==> config.mk <==
export PLATFORM = sky130hd
export DESIGN_NAME = dsp_frame_accumulator_flat
export DESIGN_NICKNAME = d
export VERILOG_FILES = /design/src/rtl/dsp_frame_accumulator_pkg.sv /design/src/rtl/dsp_frame_accumulator_if.sv /design/src/rtl/dsp_valid_delay.sv /design/src/rtl/dsp_frame_accumulator.sv /design/src/flat_wrapper.sv
export SDC_FILE = /design/constraint.sdc
export NUM_CORES = 1
export LEC_CHECK = 0
export ABC_CLOCK_PERIOD_IN_PS = 4500
export CORE_ASPECT_RATIO = 2
export CORE_MARGIN = 2
export CORE_UTILIZATION = 23
export CTS_CLUSTER_DIAMETER = 60
export DETAILED_ROUTE_END_ITERATION = 12
export GPL_TIMING_DRIVEN = 0
export HOLD_SLACK_MARGIN = 0.08
export PLACE_DENSITY_LB_ADDON = 0.25
export SETUP_SLACK_MARGIN = 0.05
export SYNTH_ARGS = -nofsm -noshare
export SYNTH_HDL_FRONTEND = slang
export SYNTH_HIERARCHICAL = 1
export SYNTH_SLANG_ARGS = --single-unit
==> constraint.sdc <==
create_clock -name clk -period 4.5 [get_ports clk]
set_input_delay 0.45 -clock clk [delete_from_list [all_inputs] [get_ports clk]]
set_output_delay 0.45 -clock clk [all_outputs]
set_load 0.02 [all_outputs]
==> src/rtl/dsp_frame_accumulator_pkg.sv <==
// Shared constants and types for the DSP frame accumulator: DSP result width,
// default slice latency and the output-buffer state encoding.
package dsp_frame_accumulator_pkg;

  localparam int DSP_P_W     = 48;
  localparam int DSP_LATENCY = 4;
  localparam int CNT_W       = 16;

  typedef enum logic {
    BUF_EMPTY = 1'b0,
    BUF_FULL  = 1'b1
  } buf_state_e;

endpackage

==> src/rtl/dsp_frame_accumulator_if.sv <==
// DSP result input, frame abort and valid/ready frame-sum output of the
// frame accumulator, bundled with producer (master) and accumulator (slave) views.
interface dsp_frame_accumulator_if
  import dsp_frame_accumulator_pkg::*;
#(
  parameter int ACC_W = 56
);
  logic               in_valid;
  logic [DSP_P_W-1:0] P;
  logic               clr;
  logic               out_ready;
  logic               out_valid;
  logic [ACC_W-1:0]   out_result;
  logic               out_sat;
  logic               overrun;

  modport master (
    output in_valid, P, clr, out_ready,
    input  out_valid, out_result, out_sat, overrun
  );

  modport slave (
    input  in_valid, P, clr, out_ready,
    output out_valid, out_result, out_sat, overrun
  );
endinterface

==> src/rtl/dsp_valid_delay.sv <==
// LATENCY-deep 1-bit shift register that aligns an input-side valid strobe
// with the DSP slice's registered result.
module dsp_valid_delay
  import dsp_frame_accumulator_pkg::*;
#(
  parameter int LATENCY = DSP_LATENCY
) (
  input  logic clk,
  input  logic rst_n,
  input  logic din,
  output logic dout
);

  logic [LATENCY-1:0] stage;

  // NOTE: the delay stages are control state, so they are reset; a stale 1 would fake a sample.
  generate
    if (LATENCY == 1) begin : g_single
      always_ff @(posedge clk or negedge rst_n) begin
        if (!rst_n) stage <= '0;
        else        stage <= din;
      end
    end else begin : g_chain
      // NOTE: non-blocking so each stage captures its neighbour's pre-edge value.
      always_ff @(posedge clk or negedge rst_n) begin
        if (!rst_n) stage <= '0;
        else        stage <= {stage[LATENCY-2:0], din};
      end
    end
  endgenerate

  assign dout = stage[LATENCY-1];

endmodule

==> src/rtl/dsp_frame_accumulator.sv <==
// Sums FRAME_LEN valid DSP results per frame with saturation and hands each
// frame sum to a one-entry valid/ready buffer, flagging dropped frames.
module dsp_frame_accumulator
  import dsp_frame_accumulator_pkg::*;
#(
  parameter int LATENCY   = DSP_LATENCY,
  parameter int FRAME_LEN = 16,
  parameter int ACC_W     = 56
) (
  input logic                    clk,
  input logic                    rst_n,
  dsp_frame_accumulator_if.slave bus
);

  localparam logic [CNT_W-1:0] LAST_CNT = CNT_W'(FRAME_LEN - 1);

  logic             p_valid;
  logic [ACC_W-1:0] acc;
  logic [CNT_W-1:0] cnt;
  logic             frame_sat;
  logic [ACC_W-1:0] result_q;
  logic             result_sat_q;
  logic             overrun_q;
  buf_state_e       state_q, state_d;

  logic [ACC_W:0]   raw_sum;
  logic [ACC_W-1:0] sum;
  logic             sum_sat;
  logic             take;
  logic             frame_done;
  logic             load;
  logic             drop;

  dsp_valid_delay #(.LATENCY(LATENCY)) u_valid_delay (
    .clk  (clk),
    .rst_n(rst_n),
    .din  (bus.in_valid),
    .dout (p_valid)
  );

  // NOTE: every always_comb output is given a default first so no latch is inferred.
  always_comb begin
    raw_sum    = {1'b0, (cnt == '0) ? {ACC_W{1'b0}} : acc}
               + {{(ACC_W + 1 - DSP_P_W){1'b0}}, bus.P};
    sum_sat    = raw_sum[ACC_W] | frame_sat;
    sum        = sum_sat ? {ACC_W{1'b1}} : raw_sum[ACC_W-1:0];
    take       = p_valid & ~bus.clr;
    frame_done = take & (cnt == LAST_CNT);
    load       = frame_done & ((state_q == BUF_EMPTY) | bus.out_ready);
    drop       = frame_done & (state_q == BUF_FULL) & ~bus.out_ready;
  end

  // A completion loading into a FULL buffer that is being drained keeps it FULL.
  always_comb begin
    state_d = state_q;
    case (state_q)
      BUF_EMPTY: if (load) state_d = BUF_FULL;
      BUF_FULL:  if (load) state_d = BUF_FULL;
                 else if (bus.out_ready) state_d = BUF_EMPTY;
      default:   state_d = BUF_EMPTY;
    endcase
  end

  always_ff @(posedge clk or negedge rst_n) begin
    if (!rst_n) state_q <= BUF_EMPTY;
    else        state_q <= state_d;
  end

  always_ff @(posedge clk or negedge rst_n) begin
    if (!rst_n) begin
      acc       <= '0;
      cnt       <= '0;
      frame_sat <= 1'b0;
    end else if (bus.clr) begin
      acc       <= '0;
      cnt       <= '0;
      frame_sat <= 1'b0;
    end else if (p_valid) begin
      acc <= sum;
      if (frame_done) begin
        cnt       <= '0;
        frame_sat <= 1'b0;
      end else begin
        cnt       <= cnt + 1'b1;
        frame_sat <= sum_sat;
      end
    end
  end

  always_ff @(posedge clk or negedge rst_n) begin
    if (!rst_n) begin
      result_q     <= '0;
      result_sat_q <= 1'b0;
      overrun_q    <= 1'b0;
    end else begin
      if (load) begin
        result_q     <= sum;
        result_sat_q <= sum_sat;
      end
      if (bus.clr)   overrun_q <= 1'b0;
      else if (drop) overrun_q <= 1'b1;
    end
  end

  assign bus.out_valid  = (state_q == BUF_FULL);
  assign bus.out_result = result_q;
  assign bus.out_sat    = result_sat_q;
  assign bus.overrun    = overrun_q;

endmodule

==> src/flat_wrapper.sv <==
// flat-port wrapper written by rule: the top's interface ports become plain ports
module dsp_frame_accumulator_flat import dsp_frame_accumulator_pkg::*;
#(
  parameter int LATENCY   = DSP_LATENCY,
  parameter int FRAME_LEN = 16,
  parameter int ACC_W     = 56
)
  (clk, rst_n, bus_in_valid, bus_P, bus_clr, bus_out_ready, bus_out_valid, bus_out_result, bus_out_sat, bus_overrun);
  dsp_frame_accumulator_if #(.ACC_W(ACC_W)) bus_i ();
  input logic clk;
  input logic rst_n;
  input wire logic [$bits(bus_i.in_valid)-1:0] bus_in_valid;
  input wire logic [$bits(bus_i.P)-1:0] bus_P;
  input wire logic [$bits(bus_i.clr)-1:0] bus_clr;
  input wire logic [$bits(bus_i.out_ready)-1:0] bus_out_ready;
  output wire logic [$bits(bus_i.out_valid)-1:0] bus_out_valid;
  output wire logic [$bits(bus_i.out_result)-1:0] bus_out_result;
  output wire logic [$bits(bus_i.out_sat)-1:0] bus_out_sat;
  output wire logic [$bits(bus_i.overrun)-1:0] bus_overrun;
  assign bus_i.in_valid = bus_in_valid;
  assign bus_i.P = bus_P;
  assign bus_i.clr = bus_clr;
  assign bus_i.out_ready = bus_out_ready;
  assign bus_out_valid = bus_i.out_valid;
  assign bus_out_result = bus_i.out_result;
  assign bus_out_sat = bus_i.out_sat;
  assign bus_overrun = bus_i.overrun;
  dsp_frame_accumulator #(.LATENCY(LATENCY), .FRAME_LEN(FRAME_LEN), .ACC_W(ACC_W)) u_core (.clk(clk), .rst_n(rst_n), .bus(bus_i));
endmodule
==> out/metrics.yaml <==
outcome:
  status: "completed"
drt:
  wl_um: 32900
  wl_per_cell_um: 18.5
  drt-pass1-iter-count: 7
  num_vias: 8860
  vias_per_cell: 5.00
  ant_nets: 0
  drc: 0
  drt_iter0_markers: 574
grt:
  grtUsageTotal_pct: 16.2
  grt_pass1_wl_um: 51300
  grt-ovfl-total: 0
  grt_pass1_vias: 8939
  grt_max_degree: 73
  antenna_found_initial: 0
power_and_ir_drop:
  ir_drop_v: 0.000314
  p_leak_nw: 4.85
  powerDensity_mw_per_mm2: 309
timing:
  slew_viol_final: 0
  finalCritPeriodShare_pct: 93.7
  fin_crit_ns: 4.22
  rsz0062_at_grt: "yes"
  tns_ns: 0
  worstMarginPinSlew_ns: 0.862
  hold_viol: 0
  setup_viol: 0
  fin_ws_ns: 0.285
  fin_worst_skew_ns: 0.0143
  slew_headroom_pct: 42.5
  fmax_ghz: 0.237
min_path:
  hp-class: "flop to flop"
setup_path:
  cp-start-kind: "flop"
  cp_max_fo: 10
  slowest_delay_ns: 0.45
  critical_path.endpoint_type: "flop"
  setup.worst_path.class: "flop to flop"
  slowest_stage: "dfrtp_1"
  worstPathCellList: "nor4_4, and4_4, buf_8, buf_6, nor2b_1, ha_1, fa_2, a211oi_2, o21ai_2, o21ai_2, buf_4, o211ai_4, a31oi_4, buf_4, o21bai_4, or3_1, a211oi_2, a211oi_1"
  cp.arrival_ns: 4.53
  cpLargestDelayFamily: "compound AO/OA/AOI/OAI gates"
  crit_required_ns: 4.82
  path_buf_inv: 4
finish:
  antenna_cells_inserted: 0
  layoutNonFillerInstCount: 1773
  n_fill_cell: 4206
  syn_to_final_growth_pct: 30.1
  nets: 1339
  drive_gt1_share_pct: 9.29
place:
  placed_cells: 1737
  globalplace.congestion: 0.941
  place_ws_ns: -1.31
  dpl.hpwl_um: 24700
  portBuffers: 110
logic_synthesis:
  ys_seq_elements: 136
  synth.cell_area_mm2: 0.00908
  synth_top_area_share_pct: 37.5
  synth_nets: 1205
  synthFlopType: "dfrtp_1"
  syn_avg_cell_area_um2: 8.25
  synthTopCellsByArea: "dfrtp_1 37%, ha_1 6.9%, nor2_1 6.7%, nand2_1 4.7%, a211oi_1 4.5%"
  async_flop_share_pct: 100
  yosys.area.top_type: "dfrtp_1"
  yosys_warnings: 6
  synth_edf_count: 0
  ys_seq_area_share_pct: 37.5
  synth_cell_type_count: 67
  syn-instance-count: 1101
clocking:
  cts.reportedPaths.clkPinSlew_ns: 0.06
  h-tree-depth: 4
  cts_root_buffer: "clkbuf_16"
  cts_made_buffers: 17
  cts_tree: "built"
  insertion_delay_ns: 0.45
  clk_path_buf_depth: 2
  cts.sink_count: 136
floorplanning:
  rows: 103
  initial_core_util_pct: 23.2
  die_area_mm2: 0.0412
  dieWidth_um: 145
  die_h_um: 285
  io_pins: 112
  core-area_mm2: 0.0392
flow_run:
  drv_cap: 0
## logic make-up (layout without fill, tap and decap cells)
family	count (synthesis)	count (layout)	share of synthesized area, %
mux	3	3	0.344
flops	136	136	37.5
xor+xnor	50	50	4.82
fa+ha+maj	51	51	7.11
compound gates	328	328	23.1
simple gates	448	448	23.2
buf+inv	85	232	4.02
## per-layer routing
layer	track usage (%)	part of all wire [%]
met5	0	0
met4	6.26	3.2
met3	3.27	5.4
met2	26.5	48
met1	20.9	44
## cell usage after synthesis, types with 10 or more instances
master and number:
clkbuf_1 50, nand2_1 114, dfrtp_1 136, nand4_1 20
xor2_1 21, o21ai_1 21, a21oi_1 82, a31oi_1 15
a211oi_1 55, xnor2_1 29, nor2b_1 54, nor3_1 18
inv_1 15, o21ai_0 77, ha_1 50, o21bai_1 11
and3_1 16, a21o_1 10, nand3_1 19, nor2_1 162
buf_2 16
## power by group
group	leakage, nW	internal (mW)	switching (mW)	total, mW
registers	1.84	1.27	0.0224	1.29
clock network	0.321	1.02	0.611	1.63
logic	2.69	0.278	0.453	0.731
## flip-flops by register name, indices dropped and copies added, names as in the netlist
signal and flops:
u_core/acc 56, u_core/bus.out_result 56, u_core/bus.out_sat 1, u_core/bus.out_valid 1
u_core/bus.overrun 1, u_core/cnt 16, u_core/frame_sat 1, u_core/u_valid_delay/stage 4
## final cells by class
| class | count | area [um^2] | share of cell area [%] |
|---|---|---|---|
| multi-input combinational | 880 | 5490 | 46.4 |
| sequential | 136 | 3400 | 28.8 |
| timing repair buffer | 120 | 1200 | 10.2 |
| tap | 525 | 657 | 5.56 |
| clock buffer | 19 | 453 | 3.83 |
| buffer | 65 | 349 | 2.95 |
| clock inverter | 13 | 214 | 1.81 |
| inverter | 15 | 56.3 | 0.476 |
## repair_timing
action | in CTS | in global routing
buffers inserted | 4 | 4
gates cloned | 0 | 0
pin swaps | 2 | 9
setup endpoints to repair | 114 | 113
hold endpoints to repair | 64 | 0
gates resized for setup | 30 | 40
hold buffers | 1 | 0
## path summary, 6_finish.rpt
check / start / end / slack, ns / depth (start not counted)
max: u_core/cnt[4]$_DFFE_PN0P_ / u_core/bus.out_result[41]$_DFFE_PN0P_ / 0.28 / 18
min reg2reg: u_core/u_valid_delay/stage[2]$_DFF_PN0_ / u_core/u_valid_delay/stage[3]$_DFF_PN0_ / 0.35 / 0
max reg2reg: u_core/cnt[4]$_DFFE_PN0P_ / u_core/bus.out_result[41]$_DFFE_PN0P_ / 0.28 / 18
max in group asynchronous: rst_n / u_core/cnt[0]$_DFFE_PN0P_ / 3.06 / 3
min in group asynchronous: rst_n / u_core/bus.out_result[23]$_DFFE_PN0P_ / 0.60 / 2
min: u_core/u_valid_delay/stage[2]$_DFF_PN0_ / u_core/u_valid_delay/stage[3]$_DFF_PN0_ / 0.35 / 0
## stage by stage
step,hold slack [ns],cell area (um^2),utilization (%),total power [mW]
floorplan,0.154,9080,-,1.76
global placement,0.335,10800,27.7,1.99
detailed placement,0.336,10900,27.7,2.00
CTS,0.351,11700,29.8,3.67
global route,0.368,11800,30.2,3.83
finish,0.348,11800,30.2,3.65
## placed cells by master (no fill, tap or decap), types with 8 or more instances in the layout
cell | netlist | layout
nand4_1 | 20 | 20
buf_2 | 16 | 12
dfrtp_1 | 136 | 135
o21ai_0 | 77 | 77
nor2b_1 | 54 | 54
ha_1 | 50 | 48
a21oi_1 | 82 | 78
buf_4 | 1 | 11
xnor2_1 | 29 | 29
a21o_1 | 10 | 10
nand3_1 | 19 | 19
clkbuf_16 | 0 | 17
nor3_1 | 18 | 16
inv_1 | 15 | 15
xor2_1 | 21 | 21
nand2_1 | 114 | 114
clkdlybuf4s50_1 | 0 | 109
a211oi_1 | 55 | 51
and3_1 | 16 | 16
nor2_1 | 162 | 157
o21bai_1 | 11 | 10
clkbuf_1 | 50 | 39
a31oi_1 | 15 | 15
o21ai_1 | 21 | 17
and2_1 | 8 | 8
(Power assumes the default switching activity.)
